<file path="src/rtl/traffic_lights_pkg.sv">
`default_nettype none
// ============================================================================
// Module      : traffic_lights_pkg
// Description : Light encodings, controller state type and per-street decode.
// Revision    : 1.0 - initial release
// ============================================================================
package traffic_lights_pkg;

    localparam logic [1:0] GREEN  = 2'b00;
    localparam logic [1:0] YELLOW = 2'b01;
    localparam logic [1:0] RED    = 2'b10;

    typedef enum logic [1:0] {
        S0 = 2'd0,
        S1 = 2'd1,
        S2 = 2'd2,
        S3 = 2'd3
    } state_t;

    function automatic logic [1:0] light_a(input state_t s);
        case (s)
            S0:      light_a = GREEN;
            S1:      light_a = YELLOW;
            default: light_a = RED;
        endcase
    endfunction

    function automatic logic [1:0] light_b(input state_t s);
        case (s)
            S2:      light_b = GREEN;
            S3:      light_b = YELLOW;
            default: light_b = RED;
        endcase
    endfunction

endpackage
`default_nettype wire

</file>
<file path="src/rtl/yellow_timer.sv">
`default_nettype none
// ============================================================================
// Module      : yellow_timer
// Description : Yellow-phase dwell counter; done flags the final dwell cycle.
// Revision    : 1.0 - initial release
// ============================================================================
module yellow_timer #(
    parameter int unsigned YELLOW_CYCLES = 1
) (
    input  logic clk,
    input  logic reset,
    input  logic start,
    output logic done
);

    localparam logic [7:0] C_LAST = 8'(YELLOW_CYCLES - 1);

    logic [7:0] r_count;

    assign done = (r_count == C_LAST);

    // Counter parks on its last value so done cannot wrap and re-fire.
    always_ff @(posedge clk or posedge reset) begin
        if (reset) begin
            r_count <= 8'd0;
        end else if (start) begin
            r_count <= 8'd0;
        end else if (!done) begin
            r_count <= r_count + 8'd1;
        end
    end

endmodule
`default_nettype wire

</file>
<file path="src/rtl/traffic_lights_fsm.sv">
`default_nettype none
// ============================================================================
// Module      : traffic_lights_fsm
// Description : Two-street Moore traffic light controller with timed yellow.
// Revision    : 1.0 - initial release
// ============================================================================
module traffic_lights_fsm
    import traffic_lights_pkg::*;
#(
    parameter int unsigned YELLOW_CYCLES = 1
) (
    input  logic       clk,
    input  logic       reset,
    input  logic       TA,
    input  logic       TB,
    output logic [1:0] LA,
    output logic [1:0] LB
);

    state_t r_state;
    state_t w_next;
    logic   w_start;
    logic   w_done;

    yellow_timer #(
        .YELLOW_CYCLES (YELLOW_CYCLES)
    ) u_yellow_timer (
        .clk   (clk),
        .reset (reset),
        .start (w_start),
        .done  (w_done)
    );

    always_comb begin
        w_next = S0;
        case (r_state)
            S0:      w_next = TA     ? S0 : S1;
            S1:      w_next = w_done ? S2 : S1;
            S2:      w_next = TB     ? S2 : S3;
            S3:      w_next = w_done ? S0 : S3;
            default: w_next = S0;
        endcase
    end

    // Timer restarts on the edge that enters either yellow phase.
    assign w_start = ((w_next == S1) && (r_state != S1)) ||
                     ((w_next == S3) && (r_state != S3));

    always_ff @(posedge clk or posedge reset) begin
        if (reset) begin
            r_state <= S0;
            LA      <= GREEN;
            LB      <= RED;
        end else begin
            r_state <= w_next;
            LA      <= light_a(w_next);
            LB      <= light_b(w_next);
        end
    end

endmodule
`default_nettype wire

</file>
<file path="config.mk">
export PLATFORM = sky130hd
export DESIGN_NAME = traffic_lights_fsm
export DESIGN_NICKNAME = d
export VERILOG_FILES = /design/src/rtl/traffic_lights_pkg.sv /design/src/rtl/yellow_timer.sv /design/src/rtl/traffic_lights_fsm.sv
export SDC_FILE = /design/constraint.sdc
export NUM_CORES = 1
export LEC_CHECK = 0
export BUFFER_PORTS_ARGS = -buffer_cell sky130_fd_sc_hd__buf_2
export CAP_MARGIN = 20
export CELL_PAD_IN_SITES_DETAIL_PLACEMENT = 0
export CELL_PAD_IN_SITES_GLOBAL_PLACEMENT = 1
export CORE_MARGIN = 5
export CORE_UTILIZATION = 39
export CTS_CLUSTER_SIZE = 14
export DETAILED_ROUTE_END_ITERATION = 8
export PLACE_DENSITY = 0.77
export SYNTH_ARGS = -nofsm -noshare
export SYNTH_HDL_FRONTEND = slang
export SYNTH_SLANG_ARGS = --single-unit
</file>
<file path="constraint.sdc">
create_clock -name clk -period 1.37 [get_ports clk]
set_input_delay 0.137 -clock clk [delete_from_list [all_inputs] [get_ports clk]]
set_output_delay 0.137 -clock clk [all_outputs]
set_load 0.01 [all_outputs]
</file>
# [Word-level counts from Yosys, hierarchy flattened]
# Cells that the tools add are included.
[classes] n_addsub=1 eq_ne=9 n_mux=9 reduce_logical=6
[op_table] cell="2-to-1 mux 8 bit" count=2
[op_table] cell="adder 8 x 1 -> 8 bit, second input constant" count=1
[op_table] cell="equality test 2 bit, second input constant" count=4
[op_table] cell="zero test 8 bit" count=1
[op_table] cell="case mux 2 bit (2 select lines)" count=2
[op_table] cell="case mux 2 bit (4 select lines)" count=1
[op_table] cell="equality test 2 x 1 -> 1 bit, second input constant" count=2
[op_table] cell="zero test 2 bit" count=2
[op_table] cell="2-to-1 mux 2 bit" count=2
[op_table] cell="inequality test 2 x 1 -> 1 bit, second input constant" count=2
[op_table] cell="logical AND 1 bit" count=2
[op_table] cell="2-to-1 mux 1 bit" count=2
[op_table] cell="inequality test 2 bit, second input constant" count=1
[op_table] cell="logical OR 1 bit" count=1
[word_totals] reg_bits=14 input_bits=4 word_cells=29

# [Longest topological paths before layout]
[logic_depth] word_depth=7 depth_mapped=5 mapped_depth_nobuf=5

# [Modules after synthesis]
# From an unflattened synthesis, not the netlist that was laid out.
[hier_totals] hier_cells=66 hier_area_um2=708.2
[modules_own_cells] module="yellow_timer" instances=1 cells_each=45 area_per_inst_um2=449.2 seq_area_each_um2=200.2
[modules_own_cells] module="traffic_lights_fsm" instances=1 cells_each=21 area_per_inst_um2=259.0 seq_area_each_um2=151.4

# [Worst setup path after synthesis]
# Ideal clock, no wire load.
[synth_path] path_kind="register to register" startpoint="reg u_yellow_timer.r_count[0]" endpoint="reg u_yellow_timer.r_count[0]" arrival_ns=1.317 t_required_ns=1.237 path_slack_ns=-0.080 path_stages_with_launch=6 period_less_slack_ns=1.450 cell_sequence="dfrtp_1 inv_1 ha_1 or4b_4 nor3_2 nor3_1"
[synth_via] elab_chain_len=7
[synth_lines] item="start, declared" line="yellow_timer.sv:18" text="logic [7:0] r_count;"
[synth_lines] item="start signal, assigned" line="yellow_timer.sv:29" text="r_count <= r_count + 8'd1;"
[synth_lines] item="zero test 8 bit" line="yellow_timer.sv:20" text="assign done = (r_count == C_LAST);"
[synth_lines] item="2-to-1 mux 2 bit, on equally long branches" line="traffic_lights_fsm.sv:40, traffic_lights_fsm.sv:38"
[synth_lines] item="case mux 2 bit (4 select lines)" line="traffic_lights_fsm.sv:36" text="case (r_state)"
[synth_lines] item="equality test 2 x 1 -> 1 bit / equality test 2 bit (equally long branches)" line="traffic_lights_fsm.sv:46, traffic_lights_fsm.sv:47"
[synth_lines] item="logical AND 1 bit, on equally long branches" line="traffic_lights_fsm.sv:46, traffic_lights_fsm.sv:47"
[synth_lines] item="logical OR 1 bit" line="traffic_lights_fsm.sv:46" text="assign w_start = ((w_next == S1) && (r_state != S1)) ||"
[synth_lines] item="inequality test 2 x 1 -> 1 bit (no line) / 2-to-1 mux 8 bit (equally long branches)"
# Several ways; a longest one is shown, not always the timed one. The select of a mux whose other input is x is not followed.
# A chain may end at the register's enable or synchronous reset.

# [Worst setup path after layout]
[layout_path] startpoint="reg u_yellow_timer.r_count[1]" endpoint="reg u_yellow_timer.r_count[1]"
# The elaborated chain is that of the path after synthesis.

==> results.md <==
Finish:
- The count of cells in the finished layout, fillers not included, comes to 110.
- The final core utilization is between 50 and 60%.
- Of the cells placed in the final design, the portion with a size suffix greater than 1 is about 42%.
- The number of antenna diodes in the final layout is 0.
- The post-layout net count is 92.
- The top cell types in the final layout, fill and taps aside, are 13 x sky130_fd_sc_hd__dfrtp_1, 8 x sky130_fd_sc_hd__buf_4, 7 x sky130_fd_sc_hd__buf_2, 6 x sky130_fd_sc_hd__a21oi_1, 5 x sky130_fd_sc_hd__nand3_1.
- The library cell used most frequently in the layout, excluding fill and tap cells, is sky130_fd_sc_hd__dfrtp_1.
- From synthesis to final layout, the design area changed by 26.6%.

Logic synthesis:
- The xor/xnor cell area share of the yosys netlist is 6.16%.
- The gate count of the mapped netlist is 67.
- The cell area that synthesis handed to floorplanning was a little over 700 sq um.
- The number of register bits inferred by synthesis is 14.
- The share of the yosys chip area belonging to registers is slightly below 50%.
- Ranked by total cell area, the synthesized netlist is headed by sky130_fd_sc_hd__dfrtp_1 46%, sky130_fd_sc_hd__a21oi_1 4.2%, sky130_fd_sc_hd__dfstp_2 3.7%.
- The dominant combinational cell family by area after synthesis is simple AND/OR/NAND/NOR gates.
- A synthesized cell averages about 11 sq um.
- Of the total synthesized cell area, the portion taken by full adders, half adders and majority gates is between 3 and 4%.
- The number of nets in the synthesized netlist is 73.
- The Yosys step of the flow raised 0 warnings.
- The post-synthesis simple-gate area fraction is roughly a quarter.
- Summing the areas of all compound-gate instances in the mapped netlist gives about 11% of the synthesized area.
- The largest total area in the synthesized netlist belongs to sky130_fd_sc_hd__dfrtp_1.
- The number of synthesized flops with an enable pin is 0.
- In this run, distinct cell masters in the synthesized netlist total 27.
- The dominant register cell in the synthesized netlist is sky130_fd_sc_hd__dfrtp_1.
- In this run the biggest area consumer among cell types represents between 40% and 50% of the synthesized area.
- The share of flip-flops with an asynchronous set or reset is 100%.
- Measured against the total synthesized area, the mux share comes to under 10%.

Timing:
- The post-layout minimum cycle time is between 1 and 1.5 ns.
- At the pin with the least slew margin, the transition time is about 0.53 ns.
- The final hold violation count is 0.
- Setup violations remaining at the end of the flow were counted as 3.
- In the post-route analysis, the smallest setup slack over all paths is -0.0328 ns.
- Setup repair after global routing could not meet its margin everywhere.
- The number of max-slew violations in the final report is 0.
- The worst max-slew margin expressed relative to the limit is around two thirds.
- The maximum clock rate is a little over 0.7 GHz.
- For the final database, setup skew stands at about 0.0021 ns.
- Of the available clock period, the critical path in the final layout requires 102%.
- Summed over all failing endpoints, the final setup total negative slack is -0.0758 ns.

GRT:
- The via count of the first global-routing pass is ~560.
- The number of antenna violations at the first check in global routing is 0.
- The wire length of the first global-routing pass is around 2400 microns.
- Global routing consumed, over all layers together, roughly an eighth of the routing resources.
- Entering global routing, the biggest net connects 15 pins.
- The total congestion overflow is 0.

Critical path:
- The classification of the worst setup path is register to register.
- STA classifies the critical path endpoint as a register.
- The number of cells traversed by the worst register-to-register path is 5.
- The data arrival time of the critical path is 1.56 ns.
- The setup slack on the worst flop-to-flop path is -0.03 ns.
- The worst register-to-register path ends at u_yellow_timer.r_count[1]$_DFFE_PP0P_.
- The peak fanout along the critical path is 3.
- The startpoint kind of the worst setup timing path is a register.
- The startpoint of the lowest-slack register-to-register path is u_yellow_timer.r_count[1]$_DFFE_PP0P_.
- The data required time of the worst path is between 1.5 and 2 ns.

Placement:
- The number of buffers inserted by port buffering is 7.
- The weighted congestion reported at the end of routability-driven placement is between 0.7 and 0.8.
- Detailed placement finished with a half-perimeter wire length of between 900 and 1000 microns.
- Timing analysis after detailed placement gives a worst setup slack of -0.0693 ns.
- After detailed placement, the design holds a cell count of 104.

Floorplanning:
- The number of rows in the core area is 15.
- The full die area is 2780 sq um.
- In this run the vertical extent of the chip is 52.7 microns.
- The horizontal extent of the die is ~53 microns.
- The number of top-level pins is 8.
- Once the floorplan was initialized, standard cells occupied approximately two fifths of the core.
- The core region area is between 1500 and 2000 sq um.

CTS:
- The cell at the root of the clock tree is sky130_fd_sc_hd__clkbuf_4.
- The clock-pin transition on the worst setup and hold timing paths is 0.09 ns.
- For this design, the sink count on the clock tree is 14.
- TritonCTS built the clock tree.
- The later pin in the worst-skew pair is clocked with a latency of roughly 0.28 ns.
- CTS built an H-tree with a depth of 1.
- No sink is reached through more buffers than the 2 on the longest clock path.
- The TritonCTS buffer count is 3.

Routing:
- The total via count in the routed design is 531.
- For this run, design rule violations remaining after detail routing come to 0.
- The detail route stage leaves a number of antenna-violating nets equal to 0.
- After the first detailed-routing iteration, the DRC count stood at 11.
- The detailed-router iteration count before antenna repair is 4.
- The via count normalized by instance count is 4.83.
- After detailed routing, the average wire length per cell comes to between 10 and 15 microns.
- The routed wire length is around 1300 microns.

Run status:
- The checks that failed: setup timing.
- The flow ran to the end, but the final reports show violations.

Hold path:
- The worst min-delay path class is primary input to register.
- In this run the most critical hold path is launched from TA.
- Along the worst hold path, the cell count comes to 3.
- The endpoint with the worst hold slack is LA[0]$_DFF_PP0_.

Power:
- The total power is 2170 uW.
- Across the VDD grid, the largest voltage drop is 1.16 mV.
- For this design the ratio of total power to cell area is roughly 2400 nW/um^2.
- For this design the static power due to leakage is ~0.00040 uW.

Run:
- The max-cap violation count is 0.
-- logic make-up after synthesis --
kind of cell	Yosys count
compound gates	14
simple gates	24
flops	14
mux	1
fa+ha+maj	2
xor+xnor	5
buf+inv	7
-- Yosys cell counts (2+ instances only) --
cell and count:
sky130_fd_sc_hd__nand2_1 3, sky130_fd_sc_hd__xnor2_1 2, sky130_fd_sc_hd__nor3_2 2, sky130_fd_sc_hd__nor2_1 2, sky130_fd_sc_hd__a21oi_1 6, sky130_fd_sc_hd__o21ai_1 3
sky130_fd_sc_hd__nand3_1 5, sky130_fd_sc_hd__inv_1 5, sky130_fd_sc_hd__or3_1 4, sky130_fd_sc_hd__dfrtp_1 13, sky130_fd_sc_hd__xor2_1 3, sky130_fd_sc_hd__o21ai_0 3
sky130_fd_sc_hd__ha_1 2
-- per-layer routing --
layer	vias up	global-route usage (%)	wire, microns
li1	267	-	-
met1	246	15.3	633
met2	14	18.2	587
met3	4	2.56	60
met4	0	8.94	44
met5	-	0	0
-- how the worst max path moves through the flow --
stage	from	end	slack, ns	cells past startpoint
after floorplan	u_yellow_timer.r_count[0]$_DFFE_PP0P_	u_yellow_timer.r_count[1]$_DFFE_PP0P_	-0.06	5
after global placement	u_yellow_timer.r_count[0]$_DFFE_PP0P_	u_yellow_timer.r_count[1]$_DFFE_PP0P_	-0.01	5
after detailed placement	u_yellow_timer.r_count[0]$_DFFE_PP0P_	u_yellow_timer.r_count[1]$_DFFE_PP0P_	-0.07	5
after CTS	u_yellow_timer.r_count[1]$_DFFE_PP0P_	u_yellow_timer.r_count[1]$_DFFE_PP0P_	-0.07	5
after global routing	u_yellow_timer.r_count[1]$_DFFE_PP0P_	u_yellow_timer.r_count[0]$_DFFE_PP0P_	-0.12	5
final	u_yellow_timer.r_count[1]$_DFFE_PP0P_	u_yellow_timer.r_count[1]$_DFFE_PP0P_	-0.03	5
-- state kept, by name, indices dropped and copies added (netlist names) --
name                    count
LA                          2
r_state                     2
LB                          2
u_yellow_timer.r_count      8
-- per-stage QoR --
stage / hold slack, ns / instance area [sq um]
finish: 0.184 / 900
global placement: 0.200 / 813
floorplan: 0.0255 / 711
CTS: 0.176 / 883
global route: 0.175 / 900
detailed placement: 0.205 / 813
-- critical path, cell delays in order (launching register included) --
cell and delay (ns):
sky130_fd_sc_hd__dfrtp_1 0.40, sky130_fd_sc_hd__inv_2 0.07, sky130_fd_sc_hd__ha_4 0.13, sky130_fd_sc_hd__or4b_4 0.49, sky130_fd_sc_hd__o21ai_2 0.12, sky130_fd_sc_hd__a21oi_1 0.07
-- power by group --
part / internal, uW / leakage [uW] / switching, uW
combinational: 571 / 0.000203 / 513
clock: 162 / 0.0000210 / 141
sequential: 611 / 0.000172 / 172
total: 1340 / 0.000396 / 827
-- final cells by class --
cell class,instances,area [sq um]
clock buffer,4,36.3
inverter,5,18.8
timing repair buffer,16,105
fill,176,827
tap,25,31.3
sequential,14,352
multi-input combinational,46,357
-- timing repair --
item | in CTS | in global routing
pin swaps | 4 | 4
hold buffers | 1 | 0
buffers inserted | 1 | 0
gates cloned | 0 | 0
setup endpoints to repair | 4 | 11
resized for setup | 5 | 4
endpoints found under the hold margin | 13 | 0
(Power assumes the default switching activity.)
